[src/rtl/nibble_serial_adder_pkg.sv]
`default_nettype none
// ============================================================================
//  Module   : nibble_serial_adder_pkg
//  Brief    : Shared definitions for the nibble-serial add/subtract unit:
//             FSM state encodings and the slice width.
//  Revision : 1.0  initial release
// ============================================================================
package nibble_serial_adder_pkg;

    // Width of the carry-lookahead slice reused on every pass
    localparam int NIB = 4;

    // Sequencer states
    typedef enum logic [1:0] {
        ST_IDLE = 2'd0,
        ST_RUN  = 2'd1,
        ST_DONE = 2'd2
    } state_t;

endpackage
`default_nettype wire

[src/rtl/nibble_serial_adder_cla4_slice.sv]
`default_nettype none
// ============================================================================
//  Module   : cla4_slice
//  Brief    : Combinational 4-bit carry-lookahead adder. The carry into bit 3
//             is exposed so the caller can derive signed overflow.
//  Revision : 1.0  initial release
// ============================================================================
module cla4_slice
    import nibble_serial_adder_pkg::*;
(
    input  logic [NIB-1:0] a,
    input  logic [NIB-1:0] b,
    input  logic           cin,
    output logic [NIB-1:0] sum,
    output logic           cout,
    output logic           c3
);

    logic [NIB-1:0] w_g;
    logic [NIB-1:0] w_p;
    logic [NIB-1:0] w_c;

    assign w_g = a & b;
    assign w_p = a ^ b;

    // Lookahead carries, each expanded directly from the slice inputs
    assign w_c[0] = cin;
    assign w_c[1] = w_g[0] | (w_p[0] & cin);
    assign w_c[2] = w_g[1] | (w_p[1] & w_g[0]) | (w_p[1] & w_p[0] & cin);
    assign w_c[3] = w_g[2] | (w_p[2] & w_g[1]) | (w_p[2] & w_p[1] & w_g[0])
                  | (w_p[2] & w_p[1] & w_p[0] & cin);
    assign cout   = w_g[3] | (w_p[3] & w_g[2]) | (w_p[3] & w_p[2] & w_g[1])
                  | (w_p[3] & w_p[2] & w_p[1] & w_g[0])
                  | (w_p[3] & w_p[2] & w_p[1] & w_p[0] & cin);

    assign sum = w_p ^ w_c;
    assign c3  = w_c[3];

endmodule
`default_nettype wire

[src/rtl/nibble_serial_adder.sv]
`default_nettype none
// ============================================================================
//  Module   : nibble_serial_adder
//  Brief    : WIDTH-bit add/subtract computed one nibble per cycle, LSB first,
//             through a single 4-bit CLA slice with the carry registered
//             between passes. Valid/ready handshake on input and output.
//  Revision : 1.0  initial release
// ============================================================================
module nibble_serial_adder
    import nibble_serial_adder_pkg::*;
#(
    parameter int WIDTH = 16
)(
    input  logic             clk,
    input  logic             rst,
    input  logic             in_valid,
    output logic             in_ready,
    input  logic [WIDTH-1:0] a,
    input  logic [WIDTH-1:0] b,
    input  logic             cin,
    input  logic             op_sub,
    output logic             out_valid,
    input  logic             out_ready,
    output logic [WIDTH-1:0] sum,
    output logic             cout,
    output logic             ovf
);

    localparam int N  = WIDTH / NIB;
    localparam int CW = (N > 1) ? $clog2(N) : 1;
    localparam logic [CW-1:0] C_LAST = CW'(N - 1);

    state_t           r_state;
    logic [WIDTH-1:0] r_opa;
    logic [WIDTH-1:0] r_opb;
    logic [WIDTH-1:0] r_sum;
    logic             r_carry;
    logic [CW-1:0]    r_cnt;
    logic             r_cout;
    logic             r_ovf;
    logic             r_out_valid;

    logic [NIB-1:0]   w_slice_sum;
    logic             w_slice_cout;
    logic             w_slice_c3;

    // The only adder hardware: always works on the low nibble of the shifters
    cla4_slice u_slice (
        .a    (r_opa[NIB-1:0]),
        .b    (r_opb[NIB-1:0]),
        .cin  (r_carry),
        .sum  (w_slice_sum),
        .cout (w_slice_cout),
        .c3   (w_slice_c3)
    );

    // Sequencer: accept operands, run N slice passes, hold result until taken
    always_ff @(posedge clk or posedge rst) begin
        if (rst) begin
            r_state     <= ST_IDLE;
            r_opa       <= '0;
            r_opb       <= '0;
            r_sum       <= '0;
            r_carry     <= 1'b0;
            r_cnt       <= '0;
            r_cout      <= 1'b0;
            r_ovf       <= 1'b0;
            r_out_valid <= 1'b0;
        end else begin
            case (r_state)
                ST_IDLE: begin
                    if (in_valid) begin
                        // Subtraction is a + ~b + 1: invert B and force carry-in
                        r_opa   <= a;
                        r_opb   <= op_sub ? ~b : b;
                        r_carry <= op_sub ? 1'b1 : cin;
                        r_cnt   <= '0;
                        r_state <= ST_RUN;
                    end
                end
                ST_RUN: begin
                    // Result nibbles enter at the top so the first one ends at the bottom
                    r_sum   <= {w_slice_sum, r_sum[WIDTH-1:NIB]};
                    r_opa   <= {{NIB{1'b0}}, r_opa[WIDTH-1:NIB]};
                    r_opb   <= {{NIB{1'b0}}, r_opb[WIDTH-1:NIB]};
                    r_carry <= w_slice_cout;
                    r_cnt   <= r_cnt + CW'(1);
                    if (r_cnt == C_LAST) begin
                        // Final pass handles the MSB, so its carries define cout/ovf
                        r_cout      <= w_slice_cout;
                        r_ovf       <= w_slice_c3 ^ w_slice_cout;
                        r_out_valid <= 1'b1;
                        r_state     <= ST_DONE;
                    end
                end
                ST_DONE: begin
                    if (out_ready) begin
                        r_out_valid <= 1'b0;
                        r_state     <= ST_IDLE;
                    end
                end
                default: begin
                    r_state <= ST_IDLE;
                end
            endcase
        end
    end

    assign in_ready  = (r_state == ST_IDLE);
    assign out_valid = r_out_valid;
    assign sum       = r_sum;
    assign cout      = r_cout;
    assign ovf       = r_ovf;

endmodule
`default_nettype wire
[config.mk]
export PLATFORM = sky130hd
export DESIGN_NAME = nibble_serial_adder
export DESIGN_NICKNAME = d
export VERILOG_FILES = /design/src/rtl/nibble_serial_adder_pkg.sv /design/src/rtl/nibble_serial_adder_cla4_slice.sv /design/src/rtl/nibble_serial_adder.sv
export SDC_FILE = /design/constraint.sdc
export NUM_CORES = 1
export LEC_CHECK = 0
export ABC_AREA = 1
export CAP_MARGIN = 20
export CORE_MARGIN = 2
export CORE_UTILIZATION = 45
export CTS_CLUSTER_DIAMETER = 40
export DETAILED_ROUTE_END_ITERATION = 7
export PLACE_DENSITY = 0.75
export SYNTH_ARGS = -nofsm -noshare
export SYNTH_HDL_FRONTEND = slang
export SYNTH_SLANG_ARGS = --single-unit
[constraint.sdc]
create_clock -name clk -period 1.5 [get_ports clk]
set_input_delay 0.15 -clock clk [delete_from_list [all_inputs] [get_ports clk]]
set_output_delay 0.15 -clock clk [all_outputs]
set_load 0.005 [all_outputs]
# Word level (Yosys, flattened, before mapping)
# Index checks and enable logic that the tools add are counted.
# Widths: inputs -> output; s select.
# word_totals
regBits	56
output_inout_bits	20
wordCells	71
# op_classes
addsub	1
n_eq_ne	6
mux	17
bitwise_logic	31
n_reduce_logical	7
# ops
cell	count
$pmux 16 s2	2
$mux 16	3
$and 1x1->1	16
$not 16->16	1
$or 1x1->1	10
$mux 2	4
$xor 4x4->4	2
$ne 2x2->1 const B	3
$pmux 2 s3	1
$reduce_and 3->1	2
$and 4x4->4	1
$eq 2x2->1 const B	2
$mux 1	4
$pmux 1 s2	2
$pmux 2 s2	1
$reduce_and 2->1	2
$reduce_bool 2->1	2
$add 2x1->2 const B	1
$eq 2x1->1 const B	1
$logic_not 2->1	1
$xor 1x1->1	1

# Logic depth before layout (Yosys ltp)
# logic_depth
ltp_word	7
ltp_mapped	9
depth_no_buf	8

# Hierarchy
# A second synthesis with hierarchy kept.
# hier_totals
hier_cells	363
area_unflattened_um2	2807.7
# modules_own_cells
mod	instances	cells_per_inst	area_each_um2
nibble_serial_adder	1	332	2613.8
cla4_slice	1	31	193.9

# Least setup slack after synthesis
# OpenSTA, ideal clock, no wires.
# synth_path
path_type	register to register
start	register r_opa[1]
end	register r_carry
setup_time_ps	132
arrival_time_ps	1314
required_time_ps	1368
setup_slack_ps	54
stages_incl_launch_ff	7
cell_sequence	dfrtp_1 ha_1 or2_2 nand3_1 nand2_1 nand2_1 o211ai_1
# synth_via
elab_chain_cells	6
# synth_rtl
element	line	source
from (decl)	nibble_serial_adder.sv:34	logic [WIDTH-1:0] r_opa;
from (signal assigned)	nibble_serial_adder.sv:84	r_opa <= {{NIB{1'b0}}, r_opa[WIDTH-1:NIB]};
$and 4x4->4 / $xor 4x4->4 (equally long branches)	nibble_serial_adder_cla4_slice.sv:23, nibble_serial_adder_cla4_slice.sv:24	
$and 1x1->1, on equally long branches	nibble_serial_adder_cla4_slice.sv:32, nibble_serial_adder_cla4_slice.sv:33, nibble_serial_adder_cla4_slice.sv:34	
$or 1x1->1 (tied with other cells)	nibble_serial_adder_cla4_slice.sv:32	assign cout = w_g[3] | (w_p[3] & w_g[2]) | (w_p[3] & w_p[2] & w_g[1])
$or 1x1->1 / $and 1x1->1 (equally long branches)	nibble_serial_adder_cla4_slice.sv:33, nibble_serial_adder_cla4_slice.sv:34	
$or 1x1->1 (*)	nibble_serial_adder_cla4_slice.sv:34	| (w_p[3] & w_p[2] & w_p[1] & w_p[0] & cin);
$pmux 1 s2 (*)	nibble_serial_adder.sv:70	case (r_state)
to (signal assigned)	nibble_serial_adder.sv:76	r_carry <= op_sub ? 1'b1 : cin;
to (signal assigned)	nibble_serial_adder.sv:86	r_carry <= w_slice_cout;
to (decl)	nibble_serial_adder.sv:37	logic r_carry;
# Mark *: on every way between the ends. The rest lies on a longest branch, timed or not.
# A chain may end at the register's enable or synchronous reset.

# Worst setup path in the final report
# layout_path
start	register r_opb[1]
end	register r_sum[15] (netlist: sum[15])
# layout_via
elab_chain_cells	6
# layout_rtl
element	line	source
from (decl)	nibble_serial_adder.sv:35	logic [WIDTH-1:0] r_opb;
from (signal assigned)	nibble_serial_adder.sv:75	r_opb <= op_sub ? ~b : b;
from (signal assigned)	nibble_serial_adder.sv:85	r_opb <= {{NIB{1'b0}}, r_opb[WIDTH-1:NIB]};
$and 4x4->4 / $xor 4x4->4 (equally long branches)	nibble_serial_adder_cla4_slice.sv:23, nibble_serial_adder_cla4_slice.sv:24	
$and 1x1->1, on equally long branches	nibble_serial_adder_cla4_slice.sv:30, nibble_serial_adder_cla4_slice.sv:31	
$or 1x1->1 (tied with other cells)	nibble_serial_adder_cla4_slice.sv:30	assign w_c[3] = w_g[2] | (w_p[2] & w_g[1]) | (w_p[2] & w_p[1] & w_g[0])
$or 1x1->1 / $and 1x1->1 (equally long branches)	nibble_serial_adder_cla4_slice.sv:30, nibble_serial_adder_cla4_slice.sv:31	
$or 1x1->1 (*)	nibble_serial_adder_cla4_slice.sv:31	| (w_p[2] & w_p[1] & w_p[0] & cin);
$xor 4x4->4 (*)	nibble_serial_adder_cla4_slice.sv:36	assign sum = w_p ^ w_c;
to (signal assigned)	nibble_serial_adder.sv:83	r_sum <= {w_slice_sum, r_sum[WIDTH-1:NIB]};
to (decl)	nibble_serial_adder.sv:36	logic [WIDTH-1:0] r_sum;
# Marked as above.

==> impl_metrics.toml <==
[run_status]
status = "complete, no violations"

[cells_and_area]
antenna_cells = 0
fill_cells = 469
final_cell_count_no_fill = 414
area_growth_syn_to_layout_pct = 31.37
drive_above_1_share = 0.1111
stdcell_area_um2 = 3468
final_nets = 385

[pwr]
power_mw = 7.212
peakVddDrop_uv = 1029
power.density_nw_per_um2 = 2080
power_leakage_nw = 1.574

[synth]
netlist_top_cells_count = "nand2_1 (88), dfrtp_1 (56), inv_1 (20)"
ys.warnings.count = 0
synth_nets = 322
synthTopCellsByArea = "dfrtp_1 (53%), nand2_1 (13%), xnor2_1 (5.3%), a22oi_1 (3.1%), o21ai_0 (3.0%)"
postSynthAreaPerCell_um2 = 9.497
yosysSeqAreaShare = 0.5308
syn_area_um2 = 2640
synth-main-ff-cell = "dfrtp_1"
syn_inst = 278
async_flop_share = 1.000
synth_top_area_share = 0.5308
synth_top_area_cell = "dfrtp_1"
ys_seq_elements = 56
synth_edf_count = 0
synth.distinct_cells = 29
synthMostInstantiatedCell = "nand2_1"

[global_routing]
grt_pass1_wl_mm = 8.804
grtUsageTotal = 0.1756
grt_max_degree = 57
gr-total-overflow = 0
antenna_found_initial = 0
grt_pass1_vias = 1969

[cts]
ctsHtreeMaxLevel = 2
clock_path_buffers = 2
cts-root-buf = "clkbuf_8"
insertion_delay_ps = 300
path_clk_slew_ps = 90
postCtsHoldBufs = 0
cts_made_buffers = 5
cts_tree = "yes"
cts.sinks = 56

[worst_setup_path]
path_max_fanout = 5
crit_end = "sum[15]"
path_buf_inv = 1
cp_top_family = "simple AND/OR/NAND/NOR gates"
crit_path_frequent_cell = "nand3_2"
required_ps = 1690
arrival_ps = 1650
startpoint = "r_opb[1]"
rr_endpoint = "sum[15]"
path_cells = "ha_1, buf_6, nand3_2, nand3_1, nor2_2, nand2_1, nand3_2, o21ai_1"
slowest_delay_ps = 390
reg2reg_from = "r_opb[1]"
path_class = "flip-flop to flip-flop"
worst_setup_path_end_kind = "flip-flop"
crit_cells = 8
reg2reg_depth = 8
rrSetupSlack_ps = 40
crit_path_start_kind = "flip-flop"
crit_slowest_cell = "dfrtp_1"

[routing]
drt-initial-drc-count = 124
vias_per_cell = 5.007
drt_wl_total_mm = 5.233
vias = 2073
antenna_left = 0
dr.pass1.iters = 5
post-route-drc-count = 0
wire_per_inst_um = 12.64

[timing]
fin_tns_setup_ps = 0
holdWs_ps = 263.6
max_freq_ghz = 0.6847
clock_skew_ps = 5.319
min_period_ps = 1460
worst_pin_slew_ps = 274.2
hold_viol_final = 0
max_slew_margin = 0.8153
period_share = 0.9736
setup_viol = 0
rsz0062_at_grt = "true"
maxSlewViolCount = 0

[floorplan]
ios = 58
fp.dieW_um = 80.60
die_y_um = 80.60
start_util = 0.4736
core_area_um2 = 5574
row_count = 27
die_area_um2 = 6496

[job]
cap_violations = 0

[placement]
numPortBuffers = 57
placed_cells = 402
dpl-instance-area_um2 = 3299
finalWeightedCongestion = 0.7826
hpwl_mm = 3.600

[min_path]
min-delay-path-class = "input port to async pin"
layer usage:
layer | wire [um] | vias to the layer above | track usage
met1 | 2393 | 966 | 0.2269
met2 | 2426 | 59 | 0.2842
met5 | 0 | - | 0
met4 | 144 | 0 | 0.07966
li1 | - | 1035 | -
met3 | 268 | 13 | 0.03596
cell type report:
cell class	instances	area, um^2	area share
tap	72	90.09	0.02597
sequential	56	1403	0.4044
clock buffer	8	90.09	0.02597
multi-input combinational	185	1096	0.3160
inverter	24	101.3	0.02922
timing repair buffer	69	688.2	0.1984
state kept, by name, summed over array words and instances, names as in the netlist:
name and flops:
cout 1, out_valid 1, ovf 1, r_carry 1, r_cnt 2, r_opa 16
r_opb 16, r_state 2, sum 16
cell families (layout without fill, tap and decap cells):
kind of cell / Yosys count / count (layout) / share of synthesized area
AND/OR/NAND/NOR: 110 / 110 / 0.1810
flip-flops: 56 / 56 / 0.5308
buffers and inverters: 37 / 101 / 0.07109
AO/OA/AOI/OAI: 52 / 52 / 0.1294
XOR/XNOR: 17 / 17 / 0.05640
adder cells (fa/ha/maj): 6 / 6 / 0.03128
metrics by stage:
stage                     setup WS [ps]  utilization
after floorplan                   53.54            -
after global placement            73.71       0.5919
after detailed placement          43.10       0.5919
after CTS                         28.44       0.6112
after global routing             -43.78       0.6222
final                             39.57       0.6222
worst min path at each step:
| stage | end | slack [ps] | depth (start not counted) |
|---|---|---|---|
| after floorplan | cout | 230 | 1 |
| after global placement | sum[0] | 450 | 2 |
| after detailed placement | sum[0] | 460 | 2 |
| after CTS | sum[1] | 280 | 3 |
| after global routing | sum[3] | 290 | 3 |
| final | sum[3] | 260 | 3 |
where the power goes:
part	internal [mW]	switching, mW	total [mW]
Sequential	2.22	0.403	2.63
Clock	0.378	0.443	0.820
Combinational	1.72	2.05	3.77
Total	4.32	2.89	7.21
cells in the final DEF, fill, tap and decap left out, types with 4 or more instances in the layout:
cell,Yosys,routed
nand3_1,10,7
clkdlybuf4s50_1,0,56
inv_1,20,19
nor2_1,6,4
o221ai_1,6,6
xnor2_1,16,16
ha_1,5,4
dfrtp_1,56,55
o22ai_1,5,5
buf_4,1,9
clkbuf_8,0,6
o211ai_1,7,7
o21ai_0,16,15
a22oi_1,11,10
nand2_1,88,86
tightest hold or removal path, cell delays in order:
cell and delay (ps):
clkdlybuf4s50_1 440, clkinvlp_4 90, buf_12 270
what timing repair did:
| item | 4_1_cts | 5_1_grt |
|---|---|---|
| pin swaps | 1 | 7 |
| setup buffers | 2 | 2 |
| endpoints found under the setup margin | 2 | 5 |
| gates resized for setup | 3 | 12 |
No activity file was read; power rests on OpenSTA's default activity.
